File: config.mk
export PLATFORM = sky130hd
export DESIGN_NAME = mem_tg_mc_ctrl
export DESIGN_NICKNAME = d
export VERILOG_FILES = /design/src/rtl/mem_tg_mc_ctrl.sv
export SDC_FILE = /design/constraint.sdc
export NUM_CORES = 1
export LEC_CHECK = 0
export CAP_MARGIN = 40
export CORE_AREA = 10 10 137 234
export DETAILED_ROUTE_END_ITERATION = 10
export DIE_AREA = 0 0 147 244
export DONT_BUFFER_PORTS = 1
export HOLD_SLACK_MARGIN = 0.08
export SLEW_MARGIN = 20
export SYNTH_ARGS = -nofsm -noshare
export SYNTH_HDL_FRONTEND = slang
export SYNTH_SLANG_ARGS = --single-unit
File: constraint.sdc
create_clock -name clk -period 2.7 [get_ports clk]
set_input_delay 0.135 -clock clk [delete_from_list [all_inputs] [get_ports clk]]
set_output_delay 0.135 -clock clk [all_outputs]
set_load 0.02 [all_outputs]
File: src/rtl/mem_tg_mc_ctrl.sv
// rtl/mem_tg_mc_ctrl.sv - multi-channel MEM TG MMIO control/status with per-channel start FSMs
// Optional MEM_TG_PERF_CNT_EN builds per-channel CLOCKS counters; otherwise one shared timeout counter.
module mem_tg_mc_ctrl #(
    parameter int          NUM_CH   = 4,
    parameter int          CNT_W    = 48,
    parameter logic [63:0] AFU_ID_L = 64'hA3DC5B831F5CECBB,
    parameter logic [63:0] AFU_ID_H = 64'h4DADEA342C7848CB,
    parameter logic [63:0] DFH_VAL  = 64'h1000010000001000
) (
    input  logic              clk,
    input  logic              rst_n,
    input  logic              csr_wr,
    input  logic              csr_rd,
    input  logic [11:0]       csr_addr,
    input  logic [63:0]       csr_wdata,
    output logic [63:0]       csr_rdata,
    output logic              csr_rvalid,
    output logic [NUM_CH-1:0] tg_start,
    input  logic [NUM_CH-1:0] tg_done,
    input  logic [NUM_CH-1:0] tg_pass,
    input  logic [NUM_CH-1:0] tg_fail
);
    typedef enum logic [2:0] {
        ST_IDLE  = 3'd0,
        ST_START = 3'd1,
        ST_RUN   = 3'd2,
        ST_PASS  = 3'd3,
        ST_FAIL  = 3'd4,
        ST_TMO   = 3'd5
    } state_t;

    localparam logic [CNT_W-1:0] CNT_MAX = '1;

    logic [8:0]        w_word;
    logic              w_wr_ctrl;
    logic              w_wr_scratch;
    logic              w_wr_timeout;
    logic [NUM_CH-1:0] w_start_req;
    logic [NUM_CH-1:0] w_clr_req;
    logic [NUM_CH-1:0] w_launch;
    logic [NUM_CH-1:0] w_active;
    logic [NUM_CH-1:0] w_tmo_hit;
    logic [31:0]       w_stat;
    logic [63:0]       w_rd_mux;
    logic [CNT_W-1:0]  w_cnt [NUM_CH];
    logic [2:0]        w_unused_addr;

    state_t            r_state     [NUM_CH];
    state_t            w_state_nxt [NUM_CH];
    logic [63:0]       r_scratch;
    logic [CNT_W-1:0]  r_timeout;
    logic [63:0]       r_rdata;
    logic              r_rvalid;

    assign w_word        = csr_addr[11:3];
    assign w_unused_addr = csr_addr[2:0];
    assign w_wr_scratch  = csr_wr && (w_word == 9'd5);
    assign w_wr_ctrl     = csr_wr && (w_word == 9'd6);
    assign w_wr_timeout  = csr_wr && (w_word == 9'd8);

    always_comb begin
        w_start_req = '0;
        w_clr_req   = '0;
        w_tmo_hit   = '0;
        for (int n = 0; n < NUM_CH; n++) begin
            w_start_req[n] = w_wr_ctrl && csr_wdata[n];
            w_clr_req[n]   = w_wr_ctrl && csr_wdata[8+n];
            w_tmo_hit[n]   = (r_timeout != '0) && (w_cnt[n] == r_timeout);
        end
    end

    // Start beats clear when both land together; a start to a busy channel is dropped.
    always_comb begin
        w_launch = '0;
        w_active = '0;
        tg_start = '0;
        w_stat   = '0;
        for (int n = 0; n < NUM_CH; n++) begin
            w_state_nxt[n] = r_state[n];
            case (r_state[n])
                ST_IDLE: begin
                    if (w_start_req[n]) begin
                        w_state_nxt[n] = ST_START;
                        w_launch[n]    = 1'b1;
                    end
                end
                ST_START: w_state_nxt[n] = ST_RUN;
                ST_RUN: begin
                    if (tg_done[n] && tg_fail[n]) begin
                        w_state_nxt[n] = ST_FAIL;
                    end else if (tg_done[n] && tg_pass[n]) begin
                        w_state_nxt[n] = ST_PASS;
                    end else if (w_tmo_hit[n]) begin
                        w_state_nxt[n] = ST_TMO;
                    end
                end
                default: begin
                    if (w_start_req[n]) begin
                        w_state_nxt[n] = ST_START;
                        w_launch[n]    = 1'b1;
                    end else if (w_clr_req[n]) begin
                        w_state_nxt[n] = ST_IDLE;
                    end
                end
            endcase
            w_active[n]      = (r_state[n] == ST_START) || (r_state[n] == ST_RUN);
            tg_start[n]      = (r_state[n] == ST_START);
            w_stat[4*n +: 4] = {r_state[n] == ST_TMO, r_state[n] == ST_FAIL,
                                r_state[n] == ST_PASS, w_active[n]};
        end
    end

    always_ff @(posedge clk or negedge rst_n) begin
        if (!rst_n) begin
            for (int n = 0; n < NUM_CH; n++) begin
                r_state[n] <= ST_IDLE;
            end
        end else begin
            for (int n = 0; n < NUM_CH; n++) begin
                r_state[n] <= w_state_nxt[n];
            end
        end
    end

`ifdef MEM_TG_PERF_CNT_EN
    logic [CNT_W-1:0] r_clocks [NUM_CH];

    always_ff @(posedge clk or negedge rst_n) begin
        if (!rst_n) begin
            for (int n = 0; n < NUM_CH; n++) begin
                r_clocks[n] <= '0;
            end
        end else begin
            for (int n = 0; n < NUM_CH; n++) begin
                if (w_launch[n]) begin
                    r_clocks[n] <= '0;
                end else if (w_active[n] && (r_clocks[n] != CNT_MAX)) begin
                    r_clocks[n] <= r_clocks[n] + CNT_W'(1);
                end
            end
        end
    end

    always_comb begin
        for (int n = 0; n < NUM_CH; n++) begin
            w_cnt[n] = r_clocks[n];
        end
    end
`else
    // One counter serves every channel, so timeouts are only exact for the most recent start.
    logic [CNT_W-1:0] r_shared_cnt;

    always_ff @(posedge clk or negedge rst_n) begin
        if (!rst_n) begin
            r_shared_cnt <= '0;
        end else if (|w_launch) begin
            r_shared_cnt <= '0;
        end else if ((|w_active) && (r_shared_cnt != CNT_MAX)) begin
            r_shared_cnt <= r_shared_cnt + CNT_W'(1);
        end
    end

    always_comb begin
        for (int n = 0; n < NUM_CH; n++) begin
            w_cnt[n] = r_shared_cnt;
        end
    end
`endif

    always_comb begin
        w_rd_mux = '0;
        case (w_word)
            9'd0:    w_rd_mux = DFH_VAL;
            9'd1:    w_rd_mux = AFU_ID_L;
            9'd2:    w_rd_mux = AFU_ID_H;
            9'd5:    w_rd_mux = r_scratch;
            9'd7:    w_rd_mux = 64'(w_stat);
            9'd8:    w_rd_mux = 64'(r_timeout);
            default: w_rd_mux = '0;
        endcase
`ifdef MEM_TG_PERF_CNT_EN
        for (int n = 0; n < NUM_CH; n++) begin
            if (w_word == 9'(10 + n)) begin
                w_rd_mux = 64'(r_clocks[n]);
            end
        end
`endif
    end

    always_ff @(posedge clk or negedge rst_n) begin
        if (!rst_n) begin
            r_scratch <= '0;
            r_timeout <= CNT_MAX;
            r_rdata   <= '0;
            r_rvalid  <= 1'b0;
        end else begin
            if (w_wr_scratch) begin
                r_scratch <= csr_wdata;
            end
            if (w_wr_timeout) begin
                r_timeout <= csr_wdata[CNT_W-1:0];
            end
            r_rvalid <= csr_rd;
            r_rdata  <= csr_rd ? w_rd_mux : '0;
        end
    end

    assign csr_rdata  = r_rdata;
    assign csr_rvalid = r_rvalid;

endmodule

==> flow_metrics.py, run 1 <==
metrics = {
    "global_routing": {
        "grt-ovfl-total": 0,
        "grt_max_degree": 238,
        "grt_pass1_vias": 9016,
        "grt_pass1_wl_um": 53000,
        "grt.total_usage": 0.186,
        "antenna_found_initial": 2,
    },
    "sta": {
        "layout_setup_ws_ps": 270,
        "whs_ps": -704,
        "fmax_mhz": 412,
        "hold_viol": 237,
        "rsz0062_at_grt": "false",
        "finClkSkew_ps": 22.4,
        "period_needed_ps": 2430,
        "drv_slew": 0,
        "layout_worst_path_cycle_share": 0.900,
        "tns_ps": 0,
        "relSlewSlack": 0.491,
        "setup_viol": 0,
        "worst_slew_pin_slew_ps": 763,
    },
    "clock_network": {
        "postCtsSetupBuffers": 0,
        "numCtsBuffers": 23,
        "ctsHoldBuffers": 92,
        "clockRootBuffer": "clkbuf_16",
        "clk_latency_ps": 540,
        "tritoncts": "yes",
        "clkTransAtPathRegs_ps": 70,
        "numClockSinks": 237,
        "cts.path.max_buffers": 3,
        "h-tree-depth": 1,
    },
    "drt": {
        "ant_nets": 0,
        "via_per_inst": 5.74,
        "drc_errors": 0,
        "drt-initial-drc-count": 629,
        "drtPass1Iterations": 5,
        "routed_wl_um": 34400,
        "wl_per_cell_um": 22.8,
        "dr_total_vias": 8646,
    },
    "synth": {
        "ys_seq_area_frac": 0.526,
        "netlist_top_cells_area": "dfrtp_1 (42%), dfstp_2 (11%), mux2_2 (9.0%)",
        "syn_nets": 1112,
        "synth-edff-count": 0,
        "synth_top_area_frac": 0.416,
        "async_flop_share": 1.00,
        "synth-main-ff-cell": "dfrtp_1",
        "synth_cells": 1019,
        "syn_area_um2": 11400,
        "synth.distinct_cells": 67,
        "avgSynthCellArea_um2": 11.2,
        "ys_warn_count": 0,
        "synth-seq-cells": 237,
        "yosys.area.top_type": "dfrtp_1",
    },
    "worst_setup_path": {
        "required_ps": 3090,
        "rr_endpoint": "r_state[4]",
        "path_delay_family": "simple AND/OR/NAND/NOR gates",
        "r2r-start": "r_timeout[37]",
        "path_max_fanout": 8,
        "crit_arrival_ps": 2820,
        "cp_cell_sequence": "xor2_1 > nor4_2 > nand4_1 > or4_1 > nand3_1 > a41oi_1",
        "slowest_delay_ps": 730,
        "r2r_setup_slack_ps": 270,
        "critPathLaunchType": "register",
        "crit_type": "reg -> reg",
        "endpoint_kind": "register",
        "r2r_cells": 6,
        "cpMaxStageDelayCell": "or4_1",
        "critPathBufInv": 0,
    },
    "floorplan": {
        "dieArea_um2": 35900,
        "core-area_um2": 28200,
        "io_pins": 161,
        "rows": 82,
        "die_y_um": 244,
        "die_x_um": 147,
        "initial_utilization": 0.403,
    },
    "pwr": {
        "p_leak_nw": 5.97,
        "intPower_mw": 6.44,
        "switching_share": 0.273,
        "p_per_area_nw_per_um2": 653,
        "p_switching_mw": 2.42,
        "irDropWorstVdd_mv": 0.374,
        "pwr-share-comb": 0.151,
        "seqPwrFrac": 0.456,
        "clock_power_share": 0.394,
    },
    "status": {
        "violations": "hold timing",
        "outcome": "finished, violations left",
    },
    "cells_and_area": {
        "area_delta_synth_final_pct": 19.2,
        "drive_gt1_frac": 0.207,
        "fin_util": 0.481,
        "ff_latch_area_um2": 5990,
        "multi_input_area_um2": 5010,
        "fillers": 2520,
        "nNetsFinal": 1201,
    },
    "placement": {
        "port_buffers": 0,
        "gp_congestion": 0.897,
        "hpwl_um": 23400,
        "place_ws_ps": 158,
    },
    "worst_hold_path": {
        "hp-class": "in -> async",
    },
    "flow_run": {
        "maxCapViolCount": 0,
    },
}
==> cells in the final DEF (no fill, tap or decap), types with 11 or more instances in the layout <==
master,n
nor4_1,41
buf_4,34
nor2_1,101
mux2_2,91
clkbuf_16,23
a22oi_1,11
dfrtp_1,189
nor2b_1,15
a221oi_1,32
a21oi_1,39
xnor2_1,39
xor2_1,52
nand2b_1,11
nand2_1,48
nand3_1,30
mux2_1,21
o21ai_0,27
nand4_1,22
and3_1,18
dfstp_2,48
dlygate4sd3_1,92
nor3_1,18
==> area by class of cell <==
class                      count  share of cell area
antenna                        3            0.000553
clock buffer                  33              0.0503
clock inverter                 9              0.0101
inverter                       9             0.00249
multi-input combinational    708               0.369
sequential                   237               0.441
tap                          378              0.0348
timing repair buffer         129              0.0911
==> worst max-delay path by stage <==
stage                  startpoint       endpoint  slack (ps)  cells after the start
floorplan             csr_addr[8]  r_scratch[53]         670                      8
global placement    r_timeout[37]     r_state[4]         170                      6
detailed placement  r_timeout[37]     r_state[4]         160                      6
CTS                 r_timeout[37]     r_state[4]         120                      6
global route        r_timeout[37]     r_state[4]         140                      6
finish              r_timeout[37]     r_state[4]         270                      6
==> state kept, by name (all words and copies together), names as in the netlist <==
name,cells
csr_rdata,64
csr_rvalid,1
r_scratch,64
r_shared_cnt,48
r_state,12
r_timeout,48
==> worst reg2reg max path, delay by kind of cell, from the launching register on <==
family	cells	cell delay (ps)
xor+xnor	1	90
compound gates	1	130
simple gates	4	1500
flops	1	570
==> Yosys cell counts, drive strengths merged, types with 23 or more instances <==
library cell,instances
a21oi,40
a221oi,32
buf,37
clkbuf,28
dfrtp,189
dfstp,48
mux2,112
nand2,49
nand3,30
nand4,23
nor2,101
nor4,44
o21ai,28
xnor2,39
xor2,52
==> cells by family (layout without fill, tap and decap cells) <==
family,Yosys count,in the layout,share of synthesized area
muxes,113,113,0.112
xor gates and xnor gates,91,91,0.0700
adders and majority gates,1,1,0.00110
buffers and inverters,74,180,0.0345
AOI/OAI and AO/OA,147,147,0.0886
and+or+nand+nor,356,356,0.168
other,0,3,0
DFF,237,237,0.526
==> metrics by stage <==
step           power, mW  hold WS, ps  std cells  cell area, um^2
6_report            8.86         -704       1506            13600
5_1_grt             9.24         -725       1506            13600
4_1_cts             8.90         -725       1503            13600
3_5_place_dp        5.24         -154       1369            11800
3_3_place_gp        5.23         -154       1369            11800
2_1_floorplan       4.93         -161       1019            11400
==> what timing repair did <==
item                       CTS  global route
hold endpoints to repair   385           237
resized for setup            0             1
setup endpoints to repair    0             5
==> power by group through the flow <==
stage          combinational [mW]  clock, mW  sequential, mW
6_report                     1.34       3.49            4.04
2_1_floorplan               0.999          0            3.93
5_1_grt                      1.48       3.69            4.07
3_3_place_gp                 1.14          0            4.09
4_1_cts                      1.32       3.55            4.03
3_5_place_dp                 1.15          0            4.09
==> metal layers <==
metal  part of all wire  wire, um  track usage
met4              0.040      1390       0.0904
met1               0.37     12600        0.203
met3              0.047      1600       0.0268
met5                  0         0            0
met2               0.55     18800        0.343
No activity file was read; power rests on OpenSTA's default activity.
==> run 2: changes to the inputs <==
--- a/config.mk
+++ b/config.mk
@@ -10,7 +10,7 @@
 export DETAILED_ROUTE_END_ITERATION = 10
 export DIE_AREA = 0 0 147 244
 export DONT_BUFFER_PORTS = 1
-export HOLD_SLACK_MARGIN = 0.08
+export HOLD_SLACK_MARGIN = 0.02
 export SLEW_MARGIN = 20
 export SYNTH_ARGS = -nofsm -noshare
 export SYNTH_HDL_FRONTEND = slang
==> flow_metrics.py, run 2 (synthesis results as in run 1) <==
metrics = {
    "status": {
        "outcome": "finished, violations left",
        "violations": "hold timing",
    },
    "drt": {
        "drtPass1Iterations": 6,
        "routed_wl_um": 34500,
        "wl_per_cell_um": 23.0,
        "ant_nets": 0,
        "drc_errors": 0,
        "via_per_inst": 5.73,
        "drt-initial-drc-count": 631,
        "dr_total_vias": 8606,
    },
    "floorplan": {
        "initial_utilization": 0.403,
        "core-area_um2": 28200,
        "io_pins": 161,
        "dieArea_um2": 35900,
        "rows": 82,
        "die_x_um": 147,
        "die_y_um": 244,
    },
    "global_routing": {
        "grtUsageMet3": 0.0276,
        "top_usage_layer": "met2",
        "met1_usage": 0.205,
        "grt_pass1_vias": 9046,
        "grt_max_degree": 238,
        "grt_pass1_wl_um": 53300,
        "antenna_found_initial": 0,
        "grt_util_met2": 0.344,
        "grt-ovfl-total": 0,
        "grt.total_usage": 0.187,
    },
    "clock_network": {
        "h-tree-depth": 1,
        "tritoncts": "yes",
        "clk_latency_ps": 540,
        "clkTransAtPathRegs_ps": 70,
        "cts.path.max_buffers": 3,
        "numClockSinks": 237,
        "numCtsBuffers": 23,
        "ctsHoldBuffers": 92,
        "clockRootBuffer": "clkbuf_16",
    },
    "sta": {
        "drv_slew": 0,
        "hold_viol": 237,
        "worst_slew_pin_slew_ps": 770,
        "whs_ps": -704,
        "period_needed_ps": 2430,
        "setup_viol": 0,
        "layout_worst_path_cycle_share": 0.900,
        "relSlewSlack": 0.486,
        "fmax_mhz": 412,
        "rsz0062_at_grt": "false",
        "finClkSkew_ps": 23.0,
        "tns_ps": 0,
    },
    "placement": {
        "dp_cells": 1369,
        "gp_congestion": 0.897,
        "port_buffers": 0,
        "hpwl_um": 23400,
    },
    "worst_setup_path": {
        "rr_endpoint": "r_state[4]",
        "path_max_fanout": 8,
        "crit_path_start": "r_timeout[32]",
        "endpoint_kind": "register",
        "r2r-start": "r_timeout[32]",
        "r2r_setup_slack_ps": 270,
        "required_ps": 3090,
        "critPathLaunchType": "register",
        "crit_arrival_ps": 2820,
        "crit_end": "r_state[4]",
        "r2r_cells": 6,
        "crit_type": "reg -> reg",
    },
    "pwr": {
        "p_per_area_nw_per_um2": 653,
        "p_leak_nw": 5.97,
        "irDropWorstVdd_mv": 0.373,
    },
    "cells_and_area": {
        "n_antenna_cell": 0,
        "nNetsFinal": 1201,
        "area_delta_synth_final_pct": 19.2,
        "final_common_cell": "dfrtp_1",
        "fillers": 2521,
        "final_cell_mix": "dfrtp_1 (189), nor2_1 (101), dlygate4sd3_1 (92)",
        "layout.cells.non_filler": 1503,
        "drive_gt1_frac": 0.207,
    },
    "worst_hold_path": {
        "hp-class": "in -> async",
    },
    "flow_run": {
        "maxCapViolCount": 0,
    },
}
==> run 2: layout make-up <==
class | instances | area, um^2 | share of cell area
clock buffer | 33 | 683 | 0.0504
clock inverter | 9 | 138 | 0.0101
multi-input combinational | 708 | 5010 | 0.369
sequential | 237 | 5990 | 0.442
tap | 378 | 473 | 0.0349
timing repair buffer | 129 | 1240 | 0.0911
inverter | 9 | 33.8 | 0.00249
==> run 2: power by group <==
part,switching [mW],internal [mW]
logic,0.714,0.623
clock network,1.43,2.06
registers,0.279,3.76
total,2.42,6.44
==> run 2: how the worst min path moves through the flow <==
stage / start / slack (ps) / depth (start not counted) / end
floorplan: rst_n / -160 / 0 / csr_rdata[0]
global placement: rst_n / -150 / 0 / csr_rdata[62]
detailed placement: rst_n / -150 / 0 / csr_rdata[59]
CTS: rst_n / -730 / 0 / csr_rdata[59]
global route: rst_n / -730 / 0 / csr_rdata[59]
finish: rst_n / -700 / 0 / csr_rdata[59]
==> run 2: worst max-delay path, stage by stage, from the launching register on <==
cell and delay [ps]:
dfstp_2 590, xor2_1 130, nor4_1 350, nand4_1 120, or4_1 760, nand3_1 200
a41oi_1 130
==> run 2: what timing repair did <==
action                                  4_1_cts  5_1_grt
gates resized for setup                       0        1
setup buffers                                 0        0
hold endpoints to repair                    385      237
endpoints found under the setup margin        0        5
==> run 2: metal layers <==
metal | routed length [um] | part of all wire
met2 | 18800 | 0.55
met5 | 0 | 0
met4 | 1420 | 0.041
met1 | 12800 | 0.37
met3 | 1460 | 0.042
==> run 2: through the flow <==
step                      power (mW)  hold WS [ps]  cell area (um^2)  setup slack (ps)  utilization
after CTS                       8.90          -725             13600               122        0.481
after detailed placement        5.24          -154             11800               158        0.419
after global routing            9.24          -725             13600               141        0.481
after global placement          5.23          -154             11800               172        0.419
after floorplan                 4.93          -161             11400               671            -
final                           8.86          -704             13600               271        0.481
